$ cat src/rtl/tick_rate_scheduler.sv
`default_nettype none
// ============================================================================
// Module      : tick_rate_scheduler
// Description : Shared prescaler producing base_tick, plus NUM_CH runtime-
//               programmable divisors producing single-cycle tick enables.
// Revision    : 1.0 - initial release
// ============================================================================
module tick_rate_scheduler #(
  parameter int PRESCALE = 12000,
  parameter int NUM_CH   = 4,
  parameter int DIV_W    = 16,
  localparam int CH_W    = (NUM_CH > 1) ? $clog2(NUM_CH) : 1
) (
  input  logic              clk_in,
  input  logic              reset_n,
  input  logic              run,
  input  logic              sync,
  input  logic              cfg_valid,
  output logic              cfg_ready,
  input  logic [CH_W-1:0]   cfg_ch,
  input  logic [DIV_W-1:0]  cfg_div,
  output logic              cfg_err,
  output logic              base_tick,
  output logic [NUM_CH-1:0] tick
);

  localparam int                 c_pre_w   = $clog2(PRESCALE);
  localparam logic [c_pre_w-1:0] c_pre_max = c_pre_w'(PRESCALE - 1);
  localparam logic [CH_W:0]      c_num_ch  = (CH_W + 1)'(NUM_CH);

  logic [c_pre_w-1:0] pre_cnt_q, pre_cnt_d;
  logic               base_tick_q, base_tick_d;
  logic [NUM_CH-1:0]  tick_q, tick_d;
  logic               cfg_err_q, cfg_err_d;
  logic [DIV_W-1:0]   div_q [NUM_CH];
  logic [DIV_W-1:0]   div_d [NUM_CH];
  logic [DIV_W-1:0]   cnt_q [NUM_CH];
  logic [DIV_W-1:0]   cnt_d [NUM_CH];

  logic w_cfg_accept;
  logic w_cfg_in_range;

  // Writes are refused while channels update, so config and tick logic never collide.
  assign cfg_ready      = ~base_tick_q & ~sync;
  assign w_cfg_accept   = cfg_valid & cfg_ready;
  assign w_cfg_in_range = ({1'b0, cfg_ch} < c_num_ch);

  assign base_tick = base_tick_q;
  assign tick      = tick_q;
  assign cfg_err   = cfg_err_q;

  always_comb begin
    pre_cnt_d   = pre_cnt_q;
    base_tick_d = 1'b0;
    if (sync) begin
      pre_cnt_d = '0;
    end else if (run) begin
      if (pre_cnt_q == c_pre_max) begin
        pre_cnt_d   = '0;
        base_tick_d = 1'b1;
      end else begin
        pre_cnt_d = pre_cnt_q + 1'b1;
      end
    end
  end

  always_comb begin
    tick_d    = '0;
    cfg_err_d = w_cfg_accept & ~w_cfg_in_range;
    for (int i = 0; i < NUM_CH; i++) begin
      div_d[i] = div_q[i];
      cnt_d[i] = cnt_q[i];
      if (sync) begin
        cnt_d[i] = '0;
      end else if (base_tick_q) begin
        // A zero divisor parks the channel with its count held at 0.
        if (div_q[i] != '0) begin
          if (cnt_q[i] == div_q[i] - 1'b1) begin
            cnt_d[i]  = '0;
            tick_d[i] = 1'b1;
          end else begin
            cnt_d[i] = cnt_q[i] + 1'b1;
          end
        end
      end else if (w_cfg_accept && w_cfg_in_range && (cfg_ch == CH_W'(i))) begin
        div_d[i] = cfg_div;
        cnt_d[i] = '0;
      end
    end
  end

  always_ff @(posedge clk_in or negedge reset_n) begin
    if (!reset_n) begin
      pre_cnt_q   <= '0;
      base_tick_q <= 1'b0;
      tick_q      <= '0;
      cfg_err_q   <= 1'b0;
      for (int i = 0; i < NUM_CH; i++) begin
        div_q[i] <= '0;
        cnt_q[i] <= '0;
      end
    end else begin
      pre_cnt_q   <= pre_cnt_d;
      base_tick_q <= base_tick_d;
      tick_q      <= tick_d;
      cfg_err_q   <= cfg_err_d;
      for (int i = 0; i < NUM_CH; i++) begin
        div_q[i] <= div_d[i];
        cnt_q[i] <= cnt_d[i];
      end
    end
  end

endmodule
`default_nettype wire

$ cat config.mk
export PLATFORM = sky130hd
export DESIGN_NAME = tick_rate_scheduler
export DESIGN_NICKNAME = d
export VERILOG_FILES = /design/src/rtl/tick_rate_scheduler.sv
export SDC_FILE = /design/constraint.sdc
export NUM_CORES = 1
export LEC_CHECK = 0
export CAP_MARGIN = 20
export CELL_PAD_IN_SITES_DETAIL_PLACEMENT = 0
export CELL_PAD_IN_SITES_GLOBAL_PLACEMENT = 1
export CORE_UTILIZATION = 45
export DETAILED_ROUTE_END_ITERATION = 7
export PLACE_DENSITY_LB_ADDON = 0.12
export SYNTH_ARGS = -nofsm -noshare
export SYNTH_HDL_FRONTEND = slang
export SYNTH_SLANG_ARGS = --single-unit
$ cat constraint.sdc
create_clock -name clk_in -period 8.5 [get_ports clk_in]
set_clock_uncertainty 0.1 [all_clocks]
set_input_delay 1.275 -clock clk_in [delete_from_list [all_inputs] [get_ports clk_in]]
set_output_delay 1.275 -clock clk_in [all_outputs]
set_load 0.01 [all_outputs]
==> results.toml, run 1 <==
[outcome]
status = "finished clean"

[worst_setup_path]
slowest_stage = "clkdlybuf4s50_1"
crit_chain = "clkdlybuf4s50_1, buf_4, nor2_1, clkdlybuf4s50_1"
cp.required_ns = 7.12
worst-setup-path-type = "input port to primary output"
crit_buf_inv = 3
path_common_cell = "clkdlybuf4s50_1"
max_stage_delay_ns = 0.60
endpoint_kind = "primary output"
critPathMaxFanout = 19
crit_family = "buffers and inverters"
arrival_ns = 2.69
worstSetupStartpointType = "input port"

[yosys]
avgSynthCellArea_um2 = 8.78
synth.lib_cells_used.distinct = 76
synth-seq-cells = 147
synth_edf_count = 0
ys.flop_type = "dfrtp_1"
synthArstFlopShare_pct = 100
syn-cell-area_um2 = 9380
syn-num-nets = 1101
yosysWarnings = 0
ys_seq_area_share_pct = 39.2
synth_cells = 1069

[timing]
worstMarginPinSlew_ns = 0.892
fin_tns_setup_ns = 0
hold_violations = 0
slew-limit-headroom_pct = 40.0
timing.fmax_mhz = 246
min_period_ns = 4.07
maxSlewViolCount = 0
setup_violations = 0
fin_crit_sh_pct = 47.9
rsz0062_at_grt = "false"

[clocking]
cts_setup_buffers = 0
cts_max_level = 4
clk_transition_reported_paths_ns = 0.06
cts_sinks = 147
cts_tree = "built"
clk_latency_ns = 0.42
cts_buffers = 17
clockBufferDepth = 2
hold_buffers = 0
cts_resized = 0
ctsRootBufferMaster = "clkbuf_16"

[grt]
antenna_found_initial = 0
grt_usage_pct = 22.3
grt_pass1_wl_um = 38000
grt-ovfl-total = 0
grt_pass1_vias = 7198
grt_max_degree = 79

[placement]
routabilityCongestion = 0.773
place_hpwl_um = 16000
dp_cells = 1317
placed_area_um2 = 9850
port_buffers = 28

[route]
num_vias = 7645
drt_wl_total_um = 22900
ant_nets = 0
dr.pass1.iters = 5
wire_per_inst_um = 16.9
drt_iter0_drc = 506
vias_per_cell = 5.66
drc = 0

[finish]
mostFrequentLayoutCells = "dfrtp_1, nand2_1, nor2_1"
fillers = 1959
final_area_um2 = 10500
drive_gt1_share_pct = 10.7
mostFrequentLayoutCell = "dfrtp_1"
syn_to_final_growth_pct = 11.5
antennaDiodeCount = 0
fin_nets = 1099
stdcell_count = 1350

[hold_path]
hold_class = "register to register"

[pwr]
p_leak_nw = 4.39
irDropWorstVdd_v = 0.000138
power.density_nw_per_um2 = 194

[floorplanning]
die_area_um2 = 21400
coreArea_um2 = 20400
start_util_pct = 46.1
core.rowCount = 52
io_pins = 30
chipWidth_um = 146
fp.dieH_um = 146

[run]
maxCapViolations = 0
[metal layers]
metal | wire [µm] | global-route usage (%)
met1 | 11400 | 31.1
met2 | 10700 | 35.9
met3 | 500 | 3.38
met4 | 321 | 6.56
met5 | 0 | 0
[cells by family after synthesis]
logic type / Yosys count / share of synthesized area [%]
AO/OA/AOI/OAI: 181 / 13.8
XOR/XNOR: 77 / 7.19
adder cells (fa/ha/maj): 9 / 1.20
buffers and inverters: 90 / 3.97
flip-flops: 147 / 39.2
multiplexers: 59 / 6.88
other: 1 / 0.0400
AND/OR/NAND/NOR: 505 / 27.7
[sequential cells by signal (all words and copies together) (netlist names)]
name,count
pre_cnt_q,14
base_tick,1
tick,4
div_q,64
cnt_q,64
[through the flow]
stage	hold slack, ns	setup slack [ns]	total power [W]	util [%]
floorplan	0.361	5.16	0.00116	-
global placement	0.390	3.72	0.00127	48.2
detailed placement	0.400	4.04	0.00127	48.4
CTS	0.413	4.42	0.00205	51.3
global route	0.445	4.18	0.00214	51.4
finish	0.415	4.43	0.00203	51.4
[path summary, 6_finish.rpt]
check                                               from                  endpoint  slack [ns]  cells after the start
worst max-delay path                                sync                 cfg_ready        4.43                      4
worst min-delay path            pre_cnt_q[7]$_DFFE_PN0P_  pre_cnt_q[7]$_DFFE_PN0P_        0.41                      1
max in group asynchronous                        reset_n      div_q[1]$_DFFE_PN0P_        6.11                      2
worst max register to register     div_q[37]$_DFFE_PN0P_     cnt_q[34]$_DFFE_PN0P_        4.82                      8
worst min register to register  pre_cnt_q[7]$_DFFE_PN0P_  pre_cnt_q[7]$_DFFE_PN0P_        0.41                      1
min in group asynchronous                        reset_n      cnt_q[7]$_DFFE_PN0P_        0.79                      1
[power breakdown]
group | leakage (nW) | switching (W) | internal, W
logic | 2.15 | 0.000200 | 0.000184
registers | 1.94 | 0.000110 | 0.000765
clock network | 0.299 | 0.000300 | 0.000469
[synthesized netlist by cell type, drive strengths merged, types with 6 or more instances]
library cell    n  share of area, %
a211oi          6              0.48
a21o            6              0.48
a21oi          30               1.6
a221o          19               2.0
a22o            9              0.84
a31oi          17               1.1
and2            7              0.47
and3           29               1.9
buf            12              0.85
clkbuf         46               1.8
dfrtp         147                39
ha              9               1.2
inv            31               1.2
mux2           44               5.3
mux2i          15               1.6
nand2         137               5.5
nand2b         17               1.1
nand3          67               3.6
nand3b          8              0.64
nand4          12              0.80
nor2           95               3.8
nor2b          14              0.96
nor3           33               1.8
nor4           19               1.3
nor4b          11               1.2
o211ai          6              0.48
o21ai          37               2.0
or2            12              0.80
or3            13              0.87
or4            11              0.96
xnor2          44               4.1
xor2           33               3.1
[final cells by class]
type,instances,area [µm²],share of cell area (%)
clock buffers,23,498,4.76
clock inverters,9,101,0.969
inverters,32,120,1.15
multi-input cells,832,5360,51.2
flip-flops and latches,147,3680,35.2
well taps,270,338,3.23
repair buffers,37,364,3.48
No activity file was read; power rests on OpenSTA's default activity.
==> run 2, diff against run 1 <==
==> constraint.sdc (replaced) <==
create_clock -name clk_in -period 4.3 [get_ports clk_in]
set_clock_uncertainty 0.1 [all_clocks]
set_input_delay 0.645 -clock clk_in [delete_from_list [all_inputs] [get_ports clk_in]]
set_output_delay 0.645 -clock clk_in [all_outputs]
set_load 0.01 [all_outputs]
==> run 2 against run 1 <==
Final area up 0.49%; power grew 99%; clock-buffer cell count shrank 1; die area unchanged; sequential share of layout area decreased by 0.17 points; via count up 2.3%; cell count grew 0.44%; largest power group unchanged.
==> results.toml, run 2 (same netlist as run 1, synthesis figures left out) <==
[run]
maxCapViolations = 0

[pwr]
internal_power_w = 0.00284
p_comb_share_pct = 19.1
irDropWorstVdd_v = 0.000224
p_sw_w = 0.00121
seqPwrFrac_pct = 42.6
switching_share_pct = 29.9
p_leak_nw = 4.42
power.density_nw_per_um2 = 385
p_clk_share_pct = 38.3

[grt]
busiest_layer = "met2"
grt_max_degree = 92
grt_pass1_wl_um = 38300
grt_usage_pct = 22.3
grt_use_met1_pct = 31.7
antenna_found_initial = 0
grt_use_met2_pct = 35.2
use_met3_pct = 3.56
grt_pass1_vias = 7320
grt-ovfl-total = 0

[finish]
fin_nets = 1105
fillers = 1897
reg_top3 = "cnt_q x64, div_q x64, pre_cnt_q x14"
mostFrequentLayoutCells = "dfrtp_1, nand2_1, nor2_1"
syn_to_final_growth_pct = 12.1
drive_gt1_share_pct = 11.1
mostFrequentLayoutCell = "dfrtp_1"
antennaDiodeCount = 0

[placement]
routabilityCongestion = 0.834
port_buffers = 28
place_hpwl_um = 16100

[worst_setup_path]
endpoint_kind = "register"
r2r_start = "div_q[3]$_DFFE_PN0P_"
reg2reg_depth = 8
worst-setup-path-type = "register to register"
slowest_stage = "or4_1"
worstSetupStartpointType = "register"
max_stage_delay_ns = 0.85
cp.required_ns = 4.50
r2r_end = "cnt_q[13]$_DFFE_PN0P_"
critPathMaxFanout = 23
arrival_ns = 3.73
crit_family = "simple AND/OR/NAND/NOR gates"
regToRegSetupSlack_ns = 0.77
crit_buf_inv = 0
crit_chain = "or4_1, nor4_1, xnor2_1, o2111a_1, nand2_1, or4_1, nand2_1, o311ai_1"

[clocking]
cts_buffers = 17
ctsRootBufferMaster = "clkbuf_16"
cts_sinks = 147
clockBufferDepth = 2
cts_tree = "built"
hold_buffers = 0
cts_setup_buffers = 0
clk_latency_ns = 0.43
clk_transition_reported_paths_ns = 0.06
cts_resized = 0
cts_max_level = 4

[timing]
hold_violations = 0
timing.fmax_mhz = 283
fin_crit_sh_pct = 82.2
setup_violations = 0
slew-limit-headroom_pct = 42.1
min_period_ns = 3.53
fin_tns_setup_ns = 0
maxSlewViolCount = 0
rsz0062_at_grt = "false"
whs_ns = 0.200
worstMarginPinSlew_ns = 0.868

[floorplanning]
die_area_um2 = 21400
chipWidth_um = 146
fp.dieH_um = 146
core.rowCount = 52
start_util_pct = 46.1
io_pins = 30
coreArea_um2 = 20400

[route]
ant_nets = 0
num_vias = 7821
drt_iter0_drc = 512
drc = 0
drt_wl_total_um = 22800
wire_per_inst_um = 16.8
vias_per_cell = 5.77
dr.pass1.iters = 4

[outcome]
status = "finished clean"

[hold_path]
hold_class = "input port to async pin"
==> run 2: how the worst max path moves through the flow <==
stage                     startpoint               endpoint  slack (ns)  cells past startpoint
2_1_floorplan  div_q[50]$_DFFE_PN0P_  cnt_q[53]$_DFFE_PN0P_        1.31                     10
3_3_place_gp    div_q[3]$_DFFE_PN0P_  cnt_q[13]$_DFFE_PN0P_        0.84                      8
3_5_place_dp    div_q[3]$_DFFE_PN0P_  cnt_q[13]$_DFFE_PN0P_        0.77                      8
4_1_cts         div_q[3]$_DFFE_PN0P_  cnt_q[13]$_DFFE_PN0P_        0.78                      8
5_1_grt         div_q[3]$_DFFE_PN0P_  cnt_q[13]$_DFFE_PN0P_        0.50                      8
6_report        div_q[3]$_DFFE_PN0P_  cnt_q[13]$_DFFE_PN0P_        0.77                      8
==> run 2: layout make-up <==
cell class / count / area [µm²] / share of cell area (%)
well taps: 270 / 338 / 3.21
clock inverters: 10 / 130 / 1.24
repair buffers: 43 / 410 / 3.90
inverters: 32 / 120 / 1.14
flip-flops and latches: 147 / 3680 / 35.0
clock buffers: 22 / 474 / 4.51
multi-input cells: 832 / 5360 / 51.0
==> run 2: through the flow <==
step	area (µm²)	cells	total power (W)	worst slack [ns]	utilization, %
6_report	10500	1356	0.00404	0.767	51.6
5_1_grt	10500	1356	0.00426	0.501	51.6
4_1_cts	10500	1356	0.00409	0.777	51.6
3_5_place_dp	9910	1324	0.00252	0.771	48.7
3_3_place_gp	9900	1323	0.00251	0.839	48.6
2_1_floorplan	9380	1069	0.00228	1.31	-
==> run 2: per-layer routing <==
metal | vias to the layer above | wire length [µm]
li1 | 3877 | -
met1 | 3813 | 11300
met2 | 109 | 10600
met3 | 22 | 645
met4 | 0 | 336
met5 | - | 0
==> run 2: power groups by stage <==
stage	Clock [W]	Combinational [W]	Sequential [W]
floorplan	0	0.000631	0.00165
global placement	0	0.000768	0.00174
detailed placement	0	0.000771	0.00175
CTS	0.00159	0.000775	0.00172
global route	0.00163	0.000868	0.00176
finish	0.00155	0.000772	0.00172
